## src/rtl/score_ssd_driver.sv

```systemverilog
// rtl/score_ssd_driver.sv - binary score to BCD converter with multiplexed 4-digit seven-segment drive
module score_ssd_driver #(
    parameter int SCAN_BITS = 18,
    parameter bit BLANK_LZ  = 1'b1
) (
    input  logic        board_clk,
    input  logic        reset,
    input  logic [15:0] score_in,
    input  logic        score_valid,
    output logic        busy,
    output logic        done,
    output logic [15:0] bcd_out,
    output logic        overflow,
    output logic [3:0]  anode,
    output logic [6:0]  ssd_out
);

    typedef enum logic [1:0] {IDLE, CONVERT, LATCH} state_t;

    state_t                 state;
    logic [15:0]            bin_sr;
    logic [15:0]            bcd_acc;
    logic [15:0]            bcd_adj;
    logic [3:0]             bit_cnt;
    logic                   ovf_cap;
    logic [SCAN_BITS-1:0]   scan_cnt;
    logic [1:0]             digit_sel;
    logic [3:0]             digit_val;
    logic                   digit_blank;
    logic [6:0]             seg_code;

    function automatic logic [15:0] dabble_adjust(input logic [15:0] v);
        logic [15:0] r;
        r = v;
        for (int i = 0; i < 4; i++) begin
            if (r[i*4 +: 4] >= 4'd5)
                r[i*4 +: 4] = r[i*4 +: 4] + 4'd3;
        end
        return r;
    endfunction

    assign bcd_adj = dabble_adjust(bcd_acc);

    always_ff @(posedge board_clk or posedge reset) begin
        if (reset) begin
            state    <= IDLE;
            busy     <= 1'b0;
            done     <= 1'b0;
            bcd_out  <= 16'h0000;
            overflow <= 1'b0;
            bin_sr   <= 16'h0000;
            bcd_acc  <= 16'h0000;
            bit_cnt  <= 4'd0;
            ovf_cap  <= 1'b0;
        end else begin
            done <= 1'b0;
            case (state)
                IDLE: begin
                    if (score_valid) begin
                        bin_sr  <= (score_in > 16'd9999) ? 16'd9999 : score_in;
                        ovf_cap <= (score_in > 16'd9999);
                        bcd_acc <= 16'h0000;
                        bit_cnt <= 4'd0;
                        busy    <= 1'b1;
                        state   <= CONVERT;
                    end
                end
                CONVERT: begin
                    {bcd_acc, bin_sr} <= {bcd_adj[14:0], bin_sr, 1'b0};
                    bit_cnt           <= bit_cnt + 4'd1;
                    if (bit_cnt == 4'd15)
                        state <= LATCH;
                end
                LATCH: begin
                    bcd_out  <= bcd_acc;
                    overflow <= ovf_cap;
                    done     <= 1'b1;
                    busy     <= 1'b0;
                    state    <= IDLE;
                end
                default: begin
                    busy  <= 1'b0;
                    state <= IDLE;
                end
            endcase
        end
    end

    // Display path reads only the latched bcd_out, so a conversion in flight never flickers.
    assign digit_sel = scan_cnt[SCAN_BITS-1 -: 2];

    always_comb begin
        digit_val   = bcd_out[3:0];
        digit_blank = 1'b0;
        case (digit_sel)
            2'd0: digit_val = bcd_out[3:0];
            2'd1: begin
                digit_val   = bcd_out[7:4];
                digit_blank = BLANK_LZ && (bcd_out[15:4] == 12'h000);
            end
            2'd2: begin
                digit_val   = bcd_out[11:8];
                digit_blank = BLANK_LZ && (bcd_out[15:8] == 8'h00);
            end
            default: begin
                digit_val   = bcd_out[15:12];
                digit_blank = BLANK_LZ && (bcd_out[15:12] == 4'h0);
            end
        endcase
    end

    always_comb begin
        seg_code = 7'b1111111;
        case (digit_val)
            4'd0: seg_code = 7'b0000001;
            4'd1: seg_code = 7'b1001111;
            4'd2: seg_code = 7'b0010010;
            4'd3: seg_code = 7'b0000110;
            4'd4: seg_code = 7'b1001100;
            4'd5: seg_code = 7'b0100100;
            4'd6: seg_code = 7'b0100000;
            4'd7: seg_code = 7'b0001111;
            4'd8: seg_code = 7'b0000000;
            4'd9: seg_code = 7'b0000100;
            default: seg_code = 7'b1111111;
        endcase
    end

    always_ff @(posedge board_clk or posedge reset) begin
        if (reset) begin
            scan_cnt <= '0;
            anode    <= 4'b1110;
            ssd_out  <= 7'b0000001;
        end else begin
            scan_cnt <= scan_cnt + SCAN_BITS'(1);
            if (digit_blank) begin
                anode   <= 4'b1111;
                ssd_out <= 7'b1111111;
            end else begin
                anode   <= ~(4'b0001 << digit_sel);
                ssd_out <= seg_code;
            end
        end
    end

endmodule

```

## config.mk

```make
export PLATFORM = sky130hd
export DESIGN_NAME = score_ssd_driver
export DESIGN_NICKNAME = d
export VERILOG_FILES = /design/src/rtl/score_ssd_driver.sv
export SDC_FILE = /design/constraint.sdc
export NUM_CORES = 1
export LEC_CHECK = 0
export ABC_AREA = 1
export CELL_PAD_IN_SITES_DETAIL_PLACEMENT = 0
export CELL_PAD_IN_SITES_GLOBAL_PLACEMENT = 1
export CORE_UTILIZATION = 45
export CTS_BUF_LIST = sky130_fd_sc_hd__clkbuf_2
export DETAILED_ROUTE_END_ITERATION = 7
export DONT_BUFFER_PORTS = 1
export PLACE_DENSITY_LB_ADDON = 0.1
export SYNTH_ARGS = -nofsm -noshare
export SYNTH_HDL_FRONTEND = slang
export SYNTH_SLANG_ARGS = --single-unit
```

## constraint.sdc

```tcl
create_clock -name board_clk -period 2.2 [get_ports board_clk]
set_input_delay 0.11 -clock board_clk [delete_from_list [all_inputs] [get_ports board_clk]]
set_output_delay 0.11 -clock board_clk [all_outputs]
set_load 0.01 [all_outputs]
```

==> impl_results.md, run 1 <==
- Maximum level of the CTS H-tree: 3
- Initial antenna violation count: 0
- Warnings, synthesis: 0
- First-pass GRT wire length: ~16 mm
- Core Rows: 35
- Global Route Usage Sum: roughly a fifth
- CP Capture Type: flop
- Clk_lat worst skew: ~540 ps
- R2r setup slk: 220 ps
- Startpoint types: input port
- Min Tclk post-route: a little over 2000 ps
- TritonCTS Buffers: 9
- Critical Path AT: 2460 ps
- Register bit count reported by yosys: 87
- Routed vias/inst: 5.03
- Final instance area: 0.00497 sq mm
- Die width: 100 um
- Synth top cells by count: nand2_1 (113), dfrtp_1 (83), nor2_1 (48)
- Worst hold path class: in -> reg
- HPWL after detailed placement: 6.53 mm
- Post-synth EDFFs: 0
- Setup crit start: score_in[14]
- Total core area: 0.00933 sq mm
- Fin crit share: 91.6%
- Placed cell count: between 600 and 700
- Area after DPL: about 0.0045 sq mm
- Vias: 3353
- CTS clk-pin slew, worst paths: 250 ps
- Min-delay src: score_in[13]
- Multi-input gate area: around 0.0019 sq mm
- Critical Path RT: 2640 ps
- Final Hold Fails: 0
- Layout cells sized above 1: 11.9%
- Resize count post-CTS: 0
- Largest net degree at the start of global routing: 38
- Layout Cells excl Fill: 667
- Clock root cell: clkbuf_2
- Worst Skew: 33.1 ps
- Die height: ~100 um
- Fillers: 880
- Pwr dens: 1150 mW/mm^2
- Reg area: approximately 0.0022 sq mm
- Most common cell in the netlist: nand2_1
- Post-Syn Nets: between 500 and 600
- Yosys top cell by area: dfrtp_1
- Drt pass-1 iters: 4
- Mapped Area: 0.00435 sq mm
- Maximum clock frequency: 0.496 GHz
- Vias in the first global route: 3378
- Boundary Pins: 49
- N_diodes: 0
- Peak supply drop: about 0.65 mV
- Yosys cell types: 36
- Post-CTS setup buffers: 0
- Port Buf Inserts: 0
- Slew HR: 46.6%
- R2r startpoint: state[1]
- Setup TNS: 0 ps
- Critical Path Fanout Max: 7
- Kind of critical path: in -> reg
- Routed wire length: roughly 9 mm
- Starting DRT DRC Count: 136
- Die area: 0.0101 sq mm
- Unrepaired setup endpoints after global routing: false
- Area contributors post-synth: dfrtp_1 (48%), nand2_1 (9.7%), o21ai_0 (4.8%), ha_1 (4.3%), nor2_1 (4.1%)
- Main flop type after synthesis: dfrtp_1
- WHS Endpoint: bin_sr[4]
- Clock Path Buffers: 2
- Synth Area per Inst: 8.73 sq um
- Drc violations: 0
- Top cell type's share of synthesized area: 47.7%
- Min-Delay Path Depth: 5
- Static leakage: about 2.4 nW
- Final setup viols: 0
- Clock Sinks: 87
- Worst r2r dst: bin_sr[6]
- Syn-to-layout area delta: 14.1%
- Routed WL per cell: ~14 um
- Placer Congestion: 0.833
- Seq/Total Area, Yosys: 50.1%
- Starting Density: 46.7%
- Max Slew Vio Count: 0
- Status: finished clean
- Antenna-violating nets left: 0
- Final nets: around 570
- Grt ovf: 0
- # hold bufs at CTS: 31
- Post-Syn Instances: 499
- Max Cap Violations: 0
- CTS tree: yes
- R2R cell count: 6
- Asr flop ratio synth: 100%
- Worst-margin pin slew: 799 ps
[routing by layer]
layer / global-route usage (%) / share of wire [%]
met1: 27.1 / 47
met2: 33.2 / 48
met3: 4.81 / 3.3
met4: 6.58 / 0.98
met5: 0 / 0
[report_power, final]
group / leakage (nW) / switching, W / total, W / internal, W
combinational: 1.22 / 0.00123 / 0.00202 / 0.000789
sequential: 1.05 / 0.000508 / 0.00263 / 0.00212
clock: 0.0840 / 0.000563 / 0.00104 / 0.000480
[worst max-delay path by stage]
stage,endpoint,slack (ps)
detailed placement,ssd_out[3],300
CTS,bin_sr[5],220
global placement,ssd_out[3],350
floorplan,ssd_out[3],530
finish,bin_sr[8],190
global route,ssd_out[3],60
[area by class of cell]
| cell class | instances | area share, % |
|---|---|---|
| Sequential cell | 87 | 43.9 |
| Clock buffer | 9 | 0.907 |
| Inverter | 55 | 4.23 |
| Tap cell | 129 | 3.25 |
| Clock inverter | 6 | 2.22 |
| Multi-Input combinational cell | 345 | 38.2 |
| Timing Repair Buffer | 36 | 7.25 |
[kinds of logic (layout without fill, tap and decap cells)]
group	after synthesis	in the layout	synth area share, %
and+or+nand+nor	232	232	25.4
DFF	87	87	50.1
AOI/OAI and AO/OA	81	81	10.5
buffers and inverters	67	106	6.29
xor gates and xnor gates	17	17	3.42
adders and majority gates	15	15	4.31
[worst max-delay path: stages]
cell	delay, ps
dlygate4sd3_1	550
nor2_2	70
dlygate4sd3_1	620
inv_1	100
a21oi_4	210
nand3_1	120
dlygate4sd3_1	570
nand2_1	60
nand2_1	50
[layout by cell type (no fill, tap or decap), types with 2 or more instances in the layout]
| cell | n |
|---|---|
| nand2_1 | 113 |
| dfrtp_1 | 83 |
| nor2_1 | 48 |
| inv_1 | 46 |
| o21ai_0 | 42 |
| nand3_1 | 34 |
| dlygate4sd3_1 | 31 |
| ha_1 | 15 |
| o21ai_1 | 11 |
| xor2_1 | 10 |
| nand2_2 | 9 |
| o22ai_1 | 9 |
| clkbuf_2 | 9 |
| inv_2 | 7 |
| xnor2_1 | 7 |
| nand3_2 | 7 |
| a21oi_1 | 7 |
| nor2_2 | 6 |
| a22oi_1 | 6 |
| o211ai_1 | 4 |
| dfstp_2 | 4 |
| buf_4 | 4 |
| nand4_1 | 3 |
| clkinvlp_4 | 3 |
| bufinv_16 | 3 |
| nor2_4 | 2 |
| nand2_4 | 2 |
[registers in the layout, summed over array words and instances (netlist names)]
signal and cells:
bcd_acc 16, bit_cnt 4, state 2, ssd_out 7
scan_cnt 18, anode 4, bcd_out 16, bin_sr 16
overflow 1, ovf_cap 1, done 1, busy 1
[metrics by stage]
stage               utilization, %  setup slack, ps  power, W  hold slack (ps)
floorplan                        -              534   0.00413              243
global placement              48.3              349   0.00458              165
detailed placement            48.3              298   0.00464              173
CTS                           53.3              222   0.00573             27.1
global route                  53.3             62.7   0.00624             44.2
finish                        53.3              185   0.00569             58.4
(Power assumes the default switching activity.)
==> run 2, diff against run 1 <==
CORE_UTILIZATION = 54   (was 45)
PLACE_DENSITY_LB_ADDON = 0.05   (was 0.1)
clock period = 2.45 ns   (was 2.2 ns; I/O delays follow)
==> impl_results.md, run 2 (same netlist as run 1, synthesis figures left out) <==
- Drt pass-1 iters: 4
- Peak supply drop: 0.563 mV
- Min Tclk post-route: between 2000 and 2500 ps
- Kind of critical path: reg -> reg
- Most common cell after layout, fill and taps aside: nand2_1
- Max Cap Violations: 0
- Fin crit share: between 90 and 100%
- Global Route Usage Sum: 24.3%
- Placer Congestion: ~0.85
- Starting DRT DRC Count: 164
- Die height: just over 90 um
- Clock Path Buffers: 2
- Total core area: 0.00777 sq mm
- Grt ovf: 0
- Critical Path AT: 2750 ps
- Clock root cell: clkbuf_2
- R2r setup slk: 190 ps
- Final nets: 572
- Clock Sinks: 87
- Initial antenna violation count: 0
- First-pass GRT wire length: 16.0 mm
- Starting Density: 56.1%
- CP Capture Type: flop
- Layout cells sized above 1: a little under an eighth
- Worst hold path class: in -> async
- Critical Path Fanout Max: 10
- Final setup viols: 0
- Static leakage: 2.36 nW
- Largest reg by FF count: scan_cnt
- Final Hold Fails: 0
- Vias: 3371
- Die width: roughly 92 um
- Post-CTS setup buffers: 0
- Slew HR: 55.5%
- Setup TNS: 0 ps
- Syn-to-layout area delta: 12.6%
- Place WS: about 570 ps
- Routed vias/inst: approximately 5.2
- N_diodes: 0
- Worst hold slack: approximately 87 ps
- Setup crit start: state[1]
- Core Rows: 32
- CTS tree: yes
- Status: finished clean
- Final worst slack: 192 ps
- Die area: 0.00843 sq mm
- Most frequent cells in the layout: nand2_1 (113), dfrtp_1 (83), nor2_1 (47), inv_1 (46), o21ai_0 (42)
- Startpoint types: flop
- Drc violations: 0
- Unrepaired setup endpoints after global routing: false
- Layout Cells excl Fill: 644
- Worst-margin pin slew: approximately 670 ps
- Routed wire length: 9.12 mm
- CTS clk-pin slew, worst paths: 230 ps
- Critical Path RT: 2940 ps
- Maximum level of the CTS H-tree: 3
- Vias in the first global route: 3384
- Boundary Pins: 49
- Pwr dens: roughly 1000 mW/mm^2
- Largest net degree at the start of global routing: 40
- Layout Utilization: 63.1%
- Port Buf Inserts: 0
- Clk_lat worst skew: between 500 and 600 ps
- Antenna-violating nets left: 0
- Largest register FFs: 18
- Placed cell count: a little under 600
- Max Slew Vio Count: 0
- Routed WL per cell: 14.2 um
- HPWL after detailed placement: 6.22 mm
- R2r startpoint: state[1]
- TritonCTS Buffers: 9
- Worst Skew: 21.8 ps
- Maximum clock frequency: 0.443 GHz
-- run 2: changes by cell type in the layout (fill, tap and decap cells not counted) --
cell and change:
buf_4 -1, dlygate4sd3_1 +5, clkinvlp_4 -2, clkinv_2 +3
clkbuf_2 +1, nor2_4 +1, nor2_1 -1, bufinv_16 -3
clkinv_1 +1
-- run 2: worst max-delay path: stages (launching register included) --
cell and delay, ps:
dfrtp_1 420, inv_2 90, nand2_1 100, nor2_4 210, nand2_1 70, dlygate4sd3_1 580, o21ai_1 190, dlygate4sd3_1 580
-- run 2: layout make-up --
cell class | count | area, sq um
well taps | 102 | 128
inverters | 55 | 208
repair buffers | 40 | 403
clock inverters | 5 | 26.3
multi-input cells | 345 | 1910
fillers | 710 | 2870
flip-flops and latches | 87 | 2180
clock buffers | 10 | 50.0
-- run 2: what timing repair did --
item	CTS	global route
endpoints found under the hold margin	92	0
gates resized for setup	0	2
hold buffers	36	0
setup endpoints to repair	0	7
-- run 2: report_power, final --
part | total, W | internal [W] | switching [W]
combinational | 0.00192 | 0.000783 | 0.00113
sequential | 0.00237 | 0.00191 | 0.000458
clock | 0.000588 | 0.000124 | 0.000464
total | 0.00487 | 0.00282 | 0.00205
-- run 2: worst paths after layout --
kind                                 to  depth (start not counted)
max                           bin_sr[5]                          7
min                           bin_sr[5]                          2
max reg2reg                   bin_sr[5]                          7
min reg2reg                scan_cnt[14]                          1
max in group asynchronous    bit_cnt[2]                          3
min in group board_clk          ovf_cap                          5
-- run 2: routing by layer --
| metal | global-route usage, % | vias up | wire (um) |
|---|---|---|---|
| met3 | 4.98 | 13 | 351 |
| met2 | 38.5 | 55 | 4340 |
| met1 | 32.8 | 1607 | 4300 |
| li1 | - | 1696 | - |
| met4 | 10.0 | 0 | 122 |
| met5 | 0 | - | 0 |
-- run 2: through the flow --
step	cell area [sq um]	power (W)
after floorplan	4350	0.00371
after global placement	4460	0.00409
after detailed placement	4460	0.00414
after CTS	4890	0.00487
after global routing	4900	0.00533
final	4900	0.00487
